===== config.mk =====
export PLATFORM = sky130hd
export DESIGN_NAME = brick_game_engine_flat
export DESIGN_NICKNAME = d
export VERILOG_FILES = /design/src/rtl/brick_game_pkg.sv /design/src/rtl/brick_game_engine_if.sv /design/src/rtl/brick_ball_step.sv /design/src/rtl/brick_game_engine.sv /design/src/flat_wrapper.sv
export SDC_FILE = /design/constraint.sdc
export NUM_CORES = 1
export LEC_CHECK = 0
export CORE_MARGIN = 2
export CORE_UTILIZATION = 35
export CTS_BUF_LIST = sky130_fd_sc_hd__clkbuf_8
export DETAILED_ROUTE_END_ITERATION = 7
export PLACE_DENSITY = 0.65
export SYNTH_ARGS = -nofsm -noshare
export SYNTH_HDL_FRONTEND = slang
export SYNTH_SLANG_ARGS = --single-unit
export TNS_END_PERCENT = 50

===== constraint.sdc =====
create_clock -name clk_i -period 5.55 [get_ports clk_i]
set_input_delay 0.8325 -clock clk_i [delete_from_list [all_inputs] [get_ports clk_i]]
set_output_delay 0.8325 -clock clk_i [all_outputs]
set_load 0.02 [all_outputs]

===== src/rtl/brick_game_pkg.sv =====
// Shared definitions for the brick-breaker game engine.
//   state_e  : game phase
//   Ctrl*    : bit positions inside the keypad control nibble
package brick_game_pkg;

  typedef enum logic [2:0] {
    StIdle,
    StPlay,
    StLost,
    StOver,
    StWin
  } state_e;

  localparam int unsigned CtrlLeft   = 0;
  localparam int unsigned CtrlRight  = 1;
  localparam int unsigned CtrlLaunch = 2;
  localparam int unsigned CtrlPause  = 3;

endpackage


===== src/rtl/brick_game_engine_if.sv =====
// Bus bundle between the game engine and its surroundings.
//   tick/control      : game-step enable and keypad nibble (driven by master)
//   load/load_bricks/
//   load_score        : preload path for brick map and score (driven by master)
//   plate_row .. game_win : registered game state (driven by slave = engine)
interface brick_game_engine_if #(
  parameter int unsigned Cols      = 16,
  parameter int unsigned Rows      = 12,
  parameter int unsigned BrickRows = 6,
  parameter int unsigned ScoreW    = 10
);

  logic                          tick;
  logic [3:0]                    control;
  logic                          load;
  logic [BrickRows*Cols-1:0]     load_bricks;
  logic [ScoreW-1:0]             load_score;

  logic [Cols-1:0]               plate_row;
  logic [$clog2(Rows)-1:0]       ball_row;
  logic [$clog2(Cols)-1:0]       ball_col;
  logic [BrickRows*Cols-1:0]     bricks;
  logic [ScoreW-1:0]             score;
  logic [2:0]                    lives;
  logic                          playing;
  logic                          game_over;
  logic                          game_win;

  modport master (
    output tick, control, load, load_bricks, load_score,
    input  plate_row, ball_row, ball_col, bricks, score, lives, playing, game_over, game_win
  );

  modport slave (
    input  tick, control, load, load_bricks, load_score,
    output plate_row, ball_row, ball_col, bricks, score, lives, playing, game_over, game_win
  );

endinterface


===== src/rtl/brick_ball_step.sv =====
// Combinational single-step ball motion.
//   row_i/col_i/dx_neg_i/dy_neg_i : current ball position and direction (neg = moving -1)
//   bricks_i                      : brick map, bit r*Cols+c
//   plate_pos_i                   : plate left edge as it was before this step
//   row_o/col_o/dx_neg_o/dy_neg_o : ball after the step
//   hit_o/hit_idx_o               : a brick was struck and which bit to clear
//   miss_o                        : ball reached the plate row without the plate under it
module brick_ball_step #(
  parameter int unsigned Cols      = 16,
  parameter int unsigned Rows      = 12,
  parameter int unsigned BrickRows = 6,
  parameter int unsigned PlateW    = 4
) (
  input  logic [$clog2(Rows)-1:0]           row_i,
  input  logic [$clog2(Cols)-1:0]           col_i,
  input  logic                              dx_neg_i,
  input  logic                              dy_neg_i,
  input  logic [BrickRows*Cols-1:0]         bricks_i,
  input  logic [$clog2(Cols)-1:0]           plate_pos_i,
  output logic [$clog2(Rows)-1:0]           row_o,
  output logic [$clog2(Cols)-1:0]           col_o,
  output logic                              dx_neg_o,
  output logic                              dy_neg_o,
  output logic                              hit_o,
  output logic [$clog2(BrickRows*Cols)-1:0] hit_idx_o,
  output logic                              miss_o
);

  localparam int unsigned ColW = $clog2(Cols);
  localparam int unsigned RowW = $clog2(Rows);
  localparam int unsigned IdxW = $clog2(BrickRows*Cols);

  logic [ColW-1:0] nc;
  logic [RowW-1:0] nr;
  logic            ndx;
  logic            ndy;
  logic [IdxW-1:0] bidx;
  logic            in_brick_rows;
  logic            brick_here;
  logic            covered;

  always_comb begin
    // Horizontal: a wall reflect is resolved before any brick test.
    ndx = dx_neg_i;
    if (!dx_neg_i) begin
      if (col_i == ColW'(Cols - 1)) begin
        ndx = 1'b1;
        nc  = col_i - ColW'(1);
      end else begin
        nc  = col_i + ColW'(1);
      end
    end else begin
      if (col_i == '0) begin
        ndx = 1'b0;
        nc  = ColW'(1);
      end else begin
        nc  = col_i - ColW'(1);
      end
    end

    // Vertical: bounce off the top edge.
    ndy = dy_neg_i;
    if (dy_neg_i) begin
      if (row_i == '0) begin
        ndy = 1'b0;
        nr  = RowW'(1);
      end else begin
        nr  = row_i - RowW'(1);
      end
    end else begin
      nr = row_i + RowW'(1);
    end

    in_brick_rows = (32'(nr) < BrickRows);
    bidx          = IdxW'(32'(nr) * Cols + 32'(nc));
    brick_here    = in_brick_rows ? bricks_i[bidx] : 1'b0;
    covered       = (32'(nc) >= 32'(plate_pos_i)) && (32'(nc) < 32'(plate_pos_i) + PlateW);

    row_o     = nr;
    col_o     = nc;
    dx_neg_o  = ndx;
    dy_neg_o  = ndy;
    hit_o     = 1'b0;
    hit_idx_o = bidx;
    miss_o    = 1'b0;

    if (brick_here) begin
      // Ball stays on its row and bounces back from the brick.
      hit_o    = 1'b1;
      dy_neg_o = !ndy;
      row_o    = row_i;
    end else if (nr == RowW'(Rows - 1)) begin
      if (covered) begin
        dy_neg_o = 1'b1;
        row_o    = row_i;
      end else begin
        miss_o = 1'b1;
      end
    end
  end

endmodule


===== src/rtl/brick_game_engine.sv =====
// Brick-breaker game-state engine.
//   clk_i  : system clock
//   rst_i  : synchronous active-high reset (priority over everything)
//   bus_io : tick/control/preload in, plate/ball/bricks/score/lives/phase flags out.
// All state changes on tick only (or on a preload cycle); outputs come straight from registers.
module brick_game_engine
  import brick_game_pkg::*;
#(
  parameter int unsigned Cols      = 16,
  parameter int unsigned Rows      = 12,
  parameter int unsigned BrickRows = 6,
  parameter int unsigned PlateW    = 4,
  parameter int unsigned Lives     = 3,
  parameter int unsigned ScoreW    = 10,
  parameter int unsigned ScoreMax  = 999
) (
  input  logic                clk_i,
  input  logic                rst_i,
  brick_game_engine_if.slave  bus_io
);

  localparam int unsigned ColW      = $clog2(Cols);
  localparam int unsigned RowW      = $clog2(Rows);
  localparam int unsigned NumBricks = BrickRows * Cols;
  localparam int unsigned IdxW      = $clog2(NumBricks);

  localparam logic [ColW-1:0]   PlateMax    = ColW'(Cols - PlateW);
  localparam logic [ColW-1:0]   PlateInit   = ColW'((Cols - PlateW) / 2);
  localparam logic [ColW-1:0]   PlateHalf   = ColW'(PlateW / 2);
  localparam logic [ColW-1:0]   BallColInit = PlateInit + PlateHalf;
  localparam logic [RowW-1:0]   IdleRow     = RowW'(Rows - 2);
  localparam logic [2:0]        LivesInit   = 3'(Lives);
  localparam logic [ScoreW-1:0] ScoreSat    = ScoreW'(ScoreMax);
  localparam logic [Cols-1:0]   PlateMask   = Cols'((1 << PlateW) - 1);

  state_e                state_q, state_d;
  logic [ColW-1:0]       plate_pos_q, plate_pos_d;
  logic [RowW-1:0]       ball_r_q, ball_r_d;
  logic [ColW-1:0]       ball_c_q, ball_c_d;
  logic                  dx_neg_q, dx_neg_d;
  logic                  dy_neg_q, dy_neg_d;
  logic [NumBricks-1:0]  bricks_q, bricks_d;
  logic [ScoreW-1:0]     score_q, score_d;
  logic [2:0]            lives_q, lives_d;

  logic                  left, right, launch, pause;
  logic [ColW-1:0]       plate_mv;

  logic [RowW-1:0]       step_r;
  logic [ColW-1:0]       step_c;
  logic                  step_dx_neg;
  logic                  step_dy_neg;
  logic                  step_hit;
  logic [IdxW-1:0]       step_idx;
  logic                  step_miss;

  assign left   = bus_io.control[CtrlLeft];
  assign right  = bus_io.control[CtrlRight];
  assign launch = bus_io.control[CtrlLaunch];
  assign pause  = bus_io.control[CtrlPause];

  // Candidate plate position; saturates at both edges.
  always_comb begin
    plate_mv = plate_pos_q;
    if (left && !right && (plate_pos_q != '0)) begin
      plate_mv = plate_pos_q - ColW'(1);
    end else if (right && !left && (plate_pos_q != PlateMax)) begin
      plate_mv = plate_pos_q + ColW'(1);
    end
  end

  // The catch test uses the registered plate, i.e. where the plate was before this tick.
  brick_ball_step #(
    .Cols      (Cols),
    .Rows      (Rows),
    .BrickRows (BrickRows),
    .PlateW    (PlateW)
  ) u_ball_step (
    .row_i       (ball_r_q),
    .col_i       (ball_c_q),
    .dx_neg_i    (dx_neg_q),
    .dy_neg_i    (dy_neg_q),
    .bricks_i    (bricks_q),
    .plate_pos_i (plate_pos_q),
    .row_o       (step_r),
    .col_o       (step_c),
    .dx_neg_o    (step_dx_neg),
    .dy_neg_o    (step_dy_neg),
    .hit_o       (step_hit),
    .hit_idx_o   (step_idx),
    .miss_o      (step_miss)
  );

  always_comb begin
    state_d     = state_q;
    plate_pos_d = plate_pos_q;
    ball_r_d    = ball_r_q;
    ball_c_d    = ball_c_q;
    dx_neg_d    = dx_neg_q;
    dy_neg_d    = dy_neg_q;
    bricks_d    = bricks_q;
    score_d     = score_q;
    lives_d     = lives_q;

    if (bus_io.load) begin
      bricks_d = bus_io.load_bricks;
      score_d  = bus_io.load_score;
    end else if (bus_io.tick) begin
      unique case (state_q)
        StIdle: begin
          if (!pause) begin
            plate_pos_d = plate_mv;
          end
          // Ball rides on the plate centre until launched.
          ball_r_d = IdleRow;
          ball_c_d = plate_pos_d + PlateHalf;
          if (launch) begin
            state_d  = StPlay;
            dx_neg_d = 1'b0;
            dy_neg_d = 1'b1;
          end
        end

        StPlay: begin
          if (!pause) begin
            plate_pos_d = plate_mv;
            ball_r_d    = step_r;
            ball_c_d    = step_c;
            dx_neg_d    = step_dx_neg;
            dy_neg_d    = step_dy_neg;
            if (step_hit) begin
              bricks_d = bricks_q & ~(NumBricks'(1) << step_idx);
              if (score_q < ScoreSat) begin
                score_d = score_q + ScoreW'(1);
              end
              if (bricks_d == '0) begin
                state_d = StWin;
              end
            end else if (step_miss) begin
              state_d = StLost;
            end
          end
        end

        StLost: begin
          if (lives_q > 3'd1) begin
            lives_d  = lives_q - 3'd1;
            ball_r_d = IdleRow;
            ball_c_d = plate_pos_q + PlateHalf;
            dx_neg_d = 1'b0;
            dy_neg_d = 1'b1;
            state_d  = StIdle;
          end else begin
            lives_d = '0;
            state_d = StOver;
          end
        end

        StOver, StWin: begin
          if (launch) begin
            state_d     = StIdle;
            plate_pos_d = PlateInit;
            ball_r_d    = IdleRow;
            ball_c_d    = BallColInit;
            dx_neg_d    = 1'b0;
            dy_neg_d    = 1'b1;
            bricks_d    = '1;
            score_d     = '0;
            lives_d     = LivesInit;
          end
        end

        default: state_d = StIdle;
      endcase
    end
  end

  always_ff @(posedge clk_i) begin
    if (rst_i) begin
      state_q     <= StIdle;
      plate_pos_q <= PlateInit;
      ball_r_q    <= IdleRow;
      ball_c_q    <= BallColInit;
      dx_neg_q    <= 1'b0;
      dy_neg_q    <= 1'b1;
      bricks_q    <= '1;
      score_q     <= '0;
      lives_q     <= LivesInit;
    end else begin
      state_q     <= state_d;
      plate_pos_q <= plate_pos_d;
      ball_r_q    <= ball_r_d;
      ball_c_q    <= ball_c_d;
      dx_neg_q    <= dx_neg_d;
      dy_neg_q    <= dy_neg_d;
      bricks_q    <= bricks_d;
      score_q     <= score_d;
      lives_q     <= lives_d;
    end
  end

  assign bus_io.plate_row = PlateMask << plate_pos_q;
  assign bus_io.ball_row  = ball_r_q;
  assign bus_io.ball_col  = ball_c_q;
  assign bus_io.bricks    = bricks_q;
  assign bus_io.score     = score_q;
  assign bus_io.lives     = lives_q;
  assign bus_io.playing   = (state_q == StPlay);
  assign bus_io.game_over = (state_q == StOver);
  assign bus_io.game_win  = (state_q == StWin);

endmodule


===== src/flat_wrapper.sv =====
// flat-port wrapper written by rule: the top's interface ports become plain ports
module brick_game_engine_flat import brick_game_pkg::*;
#(
  parameter int unsigned Cols      = 16,
  parameter int unsigned Rows      = 12,
  parameter int unsigned BrickRows = 6,
  parameter int unsigned PlateW    = 4,
  parameter int unsigned Lives     = 3,
  parameter int unsigned ScoreW    = 10,
  parameter int unsigned ScoreMax  = 999
)
  (clk_i, rst_i, bus_io_tick, bus_io_control, bus_io_load, bus_io_load_bricks, bus_io_load_score, bus_io_plate_row, bus_io_ball_row, bus_io_ball_col, bus_io_bricks, bus_io_score, bus_io_lives, bus_io_playing, bus_io_game_over, bus_io_game_win);
  brick_game_engine_if #(.Cols(Cols), .Rows(Rows), .BrickRows(BrickRows), .ScoreW(ScoreW)) bus_io_i ();
  input  logic clk_i;
  input  logic rst_i;
  input wire logic [$bits(bus_io_i.tick)-1:0] bus_io_tick;
  input wire logic [$bits(bus_io_i.control)-1:0] bus_io_control;
  input wire logic [$bits(bus_io_i.load)-1:0] bus_io_load;
  input wire logic [$bits(bus_io_i.load_bricks)-1:0] bus_io_load_bricks;
  input wire logic [$bits(bus_io_i.load_score)-1:0] bus_io_load_score;
  output wire logic [$bits(bus_io_i.plate_row)-1:0] bus_io_plate_row;
  output wire logic [$bits(bus_io_i.ball_row)-1:0] bus_io_ball_row;
  output wire logic [$bits(bus_io_i.ball_col)-1:0] bus_io_ball_col;
  output wire logic [$bits(bus_io_i.bricks)-1:0] bus_io_bricks;
  output wire logic [$bits(bus_io_i.score)-1:0] bus_io_score;
  output wire logic [$bits(bus_io_i.lives)-1:0] bus_io_lives;
  output wire logic [$bits(bus_io_i.playing)-1:0] bus_io_playing;
  output wire logic [$bits(bus_io_i.game_over)-1:0] bus_io_game_over;
  output wire logic [$bits(bus_io_i.game_win)-1:0] bus_io_game_win;
  assign bus_io_i.tick = bus_io_tick;
  assign bus_io_i.control = bus_io_control;
  assign bus_io_i.load = bus_io_load;
  assign bus_io_i.load_bricks = bus_io_load_bricks;
  assign bus_io_i.load_score = bus_io_load_score;
  assign bus_io_plate_row = bus_io_i.plate_row;
  assign bus_io_ball_row = bus_io_i.ball_row;
  assign bus_io_ball_col = bus_io_i.ball_col;
  assign bus_io_bricks = bus_io_i.bricks;
  assign bus_io_score = bus_io_i.score;
  assign bus_io_lives = bus_io_i.lives;
  assign bus_io_playing = bus_io_i.playing;
  assign bus_io_game_over = bus_io_i.game_over;
  assign bus_io_game_win = bus_io_i.game_win;
  brick_game_engine #(.Cols(Cols), .Rows(Rows), .BrickRows(BrickRows), .PlateW(PlateW), .Lives(Lives), .ScoreW(ScoreW), .ScoreMax(ScoreMax)) u_core (.clk_i(clk_i), .rst_i(rst_i), .bus_io(bus_io_i));
endmodule

==> out/metrics.yaml <==
status: "completed"
final_max_slew_viol_count: 0
ant_nets: 0
cts_resized: 0
cts_setup_buffers: 0
synthCells: 1216
finalSetupViolCount: 0
finClkSkew_ps: 26.6
final_common_cell: "clkdlybuf4s50_1"
crit_slowest_cell: "o211ai_1"
cp_data_arrival_time_ps: 5600
start_util_pct: 35.5
dpl_cell_area_mm2: 0.0122
fin_hold_ws_ps: 531
relSlewSlack_pct: 31.8
dp_cells: 1742
ys_seq_area_share_pct: 26.5
drive_above_1_share_pct: 10.1
num_rows: 60
drtIter0Drc: 1425
grt_usage_pct: 33.6
ys_ff_latch: 126
core_mm2: 0.0268
synth_ff_type: "dfxtp_1"
cts.sinks: 126
hp-class: "flop to flop"
critical_path.cell_chain: "inv_1 -> ha_1 -> nand2b_1 -> o211ai_1 -> nand3_1 -> o31a_1 -> o32a_1 -> a2111oi_0 -> nand4_1 -> nor2_1 -> a21oi_2 -> a21boi_2 -> mux2_1"
worstPathRequired_ps: 5910
drv_cap: 0
synth-edff-count: 0
stdcell_area_mm2: 0.0127
final_util_pct: 47.3
critPathCaptureType: "flop"
cts_max_path_buffers: 2
r2r-start: "u_core.bus_io.ball_row[0]$_SDFFE_PP0P_"
postCtsHoldBufs: 0
drtPass1Iterations: 8
startpoint: "u_core.bus_io.ball_row[0]$_SDFFE_PP0P_"
vias: 11400
grt_pass1_vias: 10800
vias_per_cell: 6.43
pin_count: 250
wl_per_cell_um: 27.6
min_period_ps: 5240
grt_max_degree: 56
clk_pin_slew_ps: 90
drt_wl_total_um: 49100
hold_viol: 0
peakVddDrop_uv: 165
setup_tns_ps: 0
die_y_um: 169
rrSetupSlack_ps: 310
h-tree-depth: 4
grt_pass1_wl_um: 71800
synth.distinct_cells: 102
synth_area_mm2: 0.00950
area_growth_pct: 33.5
pwr_density_cell_mw_per_mm2: 223
cts-root-buf: "clkbuf_8"
start_kind: "flop"
fin_crit_sh_pct: 94.4
dp.final_hpwl_um: 36800
yosys_warnings: 0
synth.avg_cell_area_um2: 7.82
synth_nets: 1357
path_max_fanout: 12
gp_congestion: 1.03
drc: 0
worstSetupPathType: "flop to flop"
crit_path_end: "u_core.state_q[0]$_SDFFE_PP0P_"
io_buffers: 249
cts_tree: "yes"
leakagePower_nw: 4.39
worst_pin_slew_ps: 1020
antenna_found_initial: 3
die-area_mm2: 0.0285
fmax_mhz: 191
clk_latency_ps: 480
fin_cells: 1776
rsz0062_at_grt: "no"
nFillCells: 2683
synthArstFlopShare_pct: 0
fin_nets: 1561
die_w_um: 169
grt_remaining_overflow: 0
final_cell_mix: "clkdlybuf4s50_1 (248), dfxtp_1 (125), nand2_1 (118)"
cpPeakStageDelay_ps: 820
reg2reg_depth: 13
hp-start: "u_core.bus_io.score[0]$_SDFFE_PP0P_"
r2r-end: "u_core.state_q[0]$_SDFFE_PP0P_"
numCtsBuffers: 17
-- Yosys cell counts (9+ instances only) --
| cell | n | area share [%] |
|---|---|---|
| a21oi_1 | 76 | 4.0 |
| a31oi_1 | 39 | 2.6 |
| and3_1 | 10 | 0.66 |
| buf_2 | 20 | 1.1 |
| buf_4 | 9 | 0.71 |
| clkbuf_1 | 63 | 2.5 |
| dfxtp_1 | 126 | 27 |
| ha_1 | 27 | 3.6 |
| inv_1 | 31 | 1.2 |
| mux2i_1 | 13 | 1.4 |
| mux4_2 | 10 | 2.4 |
| nand2_1 | 119 | 4.7 |
| nand2b_1 | 36 | 2.4 |
| nand3_1 | 30 | 1.6 |
| nand4_1 | 15 | 0.99 |
| nor2_1 | 104 | 4.1 |
| nor2b_1 | 13 | 0.86 |
| nor3_1 | 29 | 1.5 |
| nor4_1 | 32 | 2.1 |
| o211ai_1 | 19 | 1.5 |
| o21ai_0 | 41 | 2.2 |
| o22ai_1 | 74 | 4.9 |
| o311ai_0 | 21 | 1.9 |
| o31a_1 | 9 | 0.83 |
| o31ai_1 | 32 | 2.5 |
| o32ai_1 | 9 | 0.83 |
| o41ai_1 | 14 | 1.3 |
| xnor2_1 | 10 | 0.92 |
-- worst max-delay path, delay by kind of cell, from the launching register on --
family	cells	cell delay [ps]
multiplexers	1	330
AO/OA/AOI/OAI	6	2460
buffers and inverters	1	170
AND/OR/NAND/NOR	4	1330
adder cells (fa/ha/maj)	1	380
flip-flops	1	480
-- power by group --
part / leakage [nW] / switching, mW / internal, mW
Sequential: 1.04 / 0.104 / 0.953
Combinational: 3.12 / 0.462 / 0.328
Clock: 0.229 / 0.469 / 0.508
Total: 4.39 / 1.04 / 1.79
-- layout make-up --
cell class,instances,area (um2),area share (%)
diodes,2,5.00,0.0395
clock buffers,17,234,1.84
clock inverters,15,225,1.78
inverters,37,144,1.13
multi-input cells,950,6350,50.0
flip-flops and latches,126,2520,19.9
well taps,341,427,3.36
repair buffers,288,2780,21.9
-- worst min-delay path by stage --
stage,end,slack [ps],cells after the start
5_1_grt,u_core.bus_io.bricks[54]$_SDFFE_PP1P_,550,2
6_report,u_core.bus_io.score[0]$_SDFFE_PP0P_,530,2
3_3_place_gp,u_core.bus_io.score[0]$_SDFFE_PP0P_,510,2
3_5_place_dp,u_core.bus_io.bricks[54]$_SDFFE_PP1P_,520,2
2_1_floorplan,u_core.plate_pos_q[1]$_SDFFE_PP1P_,550,2
4_1_cts,u_core.bus_io.bricks[54]$_SDFFE_PP1P_,540,2
-- state kept, by name, indices dropped and copies added (netlist names) --
name,cells
u_core.bus_io.ball_col,4
u_core.bus_io.ball_row,4
u_core.bus_io.bricks,96
u_core.bus_io.lives,3
u_core.bus_io.score,10
u_core.dx_neg_q,1
u_core.dy_neg_q,1
u_core.plate_pos_q,4
u_core.state_q,3
-- cell families after synthesis --
logic type | Yosys count | synth area share, %
and+or+nand+nor | 447 | 24.5
buffers and inverters | 140 | 6.87
DFF | 126 | 26.5
muxes | 32 | 4.81
adders and majority gates | 27 | 3.55
AOI/OAI and AO/OA | 433 | 32.8
xor gates and xnor gates | 11 | 1.01
-- layer usage --
layer,GRT usage [%],vias to the layer above,wire length [um]
met5,0,-,13
met4,9.56,2,1280
met3,6.83,96,5010
met2,50.0,698,21200
met1,48.9,5522,21500
li1,-,5100,-
-- through the flow --
step                total power [mW]  setup slack (ps)
global route                    2.91               151
floorplan                       1.47              1430
finish                          2.82               310
detailed placement              1.84               490
CTS                             2.81               474
global placement                1.84               550
(Power assumes the default switching activity.)
==> RTL edit (config.mk and constraints unchanged) <==
`Rows` is set to 12 in 4 places; all go to 11.
--- a/src/rtl/brick_game_engine_if.sv
+++ b/src/rtl/brick_game_engine_if.sv
@@ -5,7 +5,7 @@
 //   plate_row .. game_win : registered game state (driven by slave = engine)
 interface brick_game_engine_if #(
   parameter int unsigned Cols      = 16,
-  parameter int unsigned Rows      = 12,
+  parameter int unsigned Rows      = 11,
   parameter int unsigned BrickRows = 6,
   parameter int unsigned ScoreW    = 10
 );
--- a/src/rtl/brick_ball_step.sv
+++ b/src/rtl/brick_ball_step.sv
@@ -7,7 +7,7 @@
 //   miss_o                        : ball reached the plate row without the plate under it
 module brick_ball_step #(
   parameter int unsigned Cols      = 16,
-  parameter int unsigned Rows      = 12,
+  parameter int unsigned Rows      = 11,
   parameter int unsigned BrickRows = 6,
   parameter int unsigned PlateW    = 4
 ) (
--- a/src/rtl/brick_game_engine.sv
+++ b/src/rtl/brick_game_engine.sv
@@ -7,7 +7,7 @@
   import brick_game_pkg::*;
 #(
   parameter int unsigned Cols      = 16,
-  parameter int unsigned Rows      = 12,
+  parameter int unsigned Rows      = 11,
   parameter int unsigned BrickRows = 6,
   parameter int unsigned PlateW    = 4,
   parameter int unsigned Lives     = 3,
--- a/src/flat_wrapper.sv
+++ b/src/flat_wrapper.sv
@@ -2,7 +2,7 @@
 module brick_game_engine_flat import brick_game_pkg::*;
 #(
   parameter int unsigned Cols      = 16,
-  parameter int unsigned Rows      = 12,
+  parameter int unsigned Rows      = 11,
   parameter int unsigned BrickRows = 6,
   parameter int unsigned PlateW    = 4,
   parameter int unsigned Lives     = 3,
Formal check against the unedited RTL: not equivalent (a bounded check fails within 4 cycles, from zero or initial values and one cycle with rst_i high).
==> RTL edit against the unedited design <==
Synthesized area shrank 11%; clock power shrank 13%; sequential cell count is the same; power shrank 4.2%; sequential share of layout area grew 1.4 points; die area shrank 11%; critical path depth shrank 3; first-iteration DRC count shrank 17%; design area shrank 6.8%; setup slack gained 230 ps; largest cell class unchanged; routed wire length shrank 14%.
==> RTL edit: results (changes against the unedited design) <==
[outcome]
status = completed

[routing]
met1_length_um = 17500  ; -19%
wl_per_cell_um = 25.6  ; -7.3%
wl_um = 42400  ; -14%
drtIter0Drc = 1176  ; -17%
dr_wl_met3_um = 3930  ; -22%
num_vias = 10700  ; -6.6%
drt_pre_antenna_iters = 6  ; -2
wl_met2_um = 18800  ; -11%
top_layer = met4

[synth]
syn-mean-instance-area_um2 = 7.79  ; -0.30%
ys_top_cells_by_area = dfxtp_1 30%, a21oi_1 7.7%, o22ai_1 7.2%, o21ai_0 4.4%, ha_1 4.0%
yosysSeqAreaShare = 0.298  ; +0.0324
ys_async_sr_fraction = 0  ; unchanged
ys_top_cells_by_count = 130 x a21oi_1, 126 x dfxtp_1, 98 x o22ai_1, 75 x o21ai_0, 72 x nor2_1
synth.most_common_cell = a21oi_1
syn-num-nets = 1228  ; -9.5%
synth_cell_type_count = 86  ; -16%

[grt]
met1_usage = 0.421  ; -0.0680
track_usage = 0.321  ; -0.0141
antenna_found_initial = 0  ; -3
grtUsageMet3 = 0.0669  ; -0.00133
first_global_vias = 10200  ; -4.9%
grt_max_degree = 42  ; -25%
grt_use_met2 = 0.509  ; +0.00901
grt_pass1_wl_um = 63900  ; -11%

[critical_path]
arrival_ps = 5370  ; -230 ps
reg2regPathDepth = 10  ; -3
critPathSlowestCell = a211oi_1
reg2reg_slack_ps = 540  ; +230 ps
cp_max_fo = 17  ; +5
cpPeakStageDelay_ps = 910  ; +90 ps
worstReg2RegStart = u_core.dx_neg_q

[cts]
clk_latency_ps = 470

[placement]
post-place-ws_ps = 812  ; +322 ps
place_area_mm2 = 0.0114  ; -6.5%
dp.cells = 1623  ; -6.8%
gp_congestion = 1.04  ; +0.94%
dp_hpwl_um = 31100  ; -15%

[worst_hold_path]
hold_path_end = u_core.bus_io.score[8]
holdCritStartpoint = u_core.bus_io.score[8]

[finish]
drive_gt1_frac = 0.0869  ; -0.0143
final_cell_area_mm2 = 0.0118  ; -6.8%
fillers = 2354  ; -12%
final_nets = 1464  ; -6.2%
antenna_cells = 0  ; -2

[power_and_ir_drop]
leakagePower_nw = 4.22  ; -3.7%
peakVddDrop_mv = 0.119  ; -28%

[sta]
worst_pin_slew_ps = 1340  ; +326 ps
hold-worst-slack_ps = 516  ; -15.2 ps
skew_ps = 16.5  ; -10.1 ps

RTL edit: cell count changes in the layout (fill, tap and decap cells not counted), sizes merged, moves of 17 or more:
| cell | delta |
|---|---|
| a21oi | +52 |
| a31oi | -26 |
| nand2 | -64 |
| nand2b | -33 |
| nor2 | -31 |
| nor3 | -17 |
| nor4 | -18 |
| o21ai | +32 |
| o22ai | +22 |
| o311ai | -19 |
RTL edit: where the power goes:
part           internal (W)  switching (W)
Sequential         0.000957      0.0000952
Clock              0.000405       0.000442
Combinational      0.000343       0.000464
Total               0.00170        0.00100
RTL edit: final cells by class:
type                    instances  share of cell area
multi-input cells             849               0.466
repair buffers                299               0.244
flip-flops and latches        126               0.213
well taps                     319              0.0338
clock buffers                  17              0.0198
clock inverters                14              0.0135
inverters                      30             0.00953
RTL edit: kinds of logic after synthesis:
logic type | share of synthesized area
simple gates | 0.184
flops | 0.298
buf+inv | 0.0533
compound gates | 0.368
xor+xnor | 0.0133
mux | 0.0437
fa+ha+maj | 0.0399
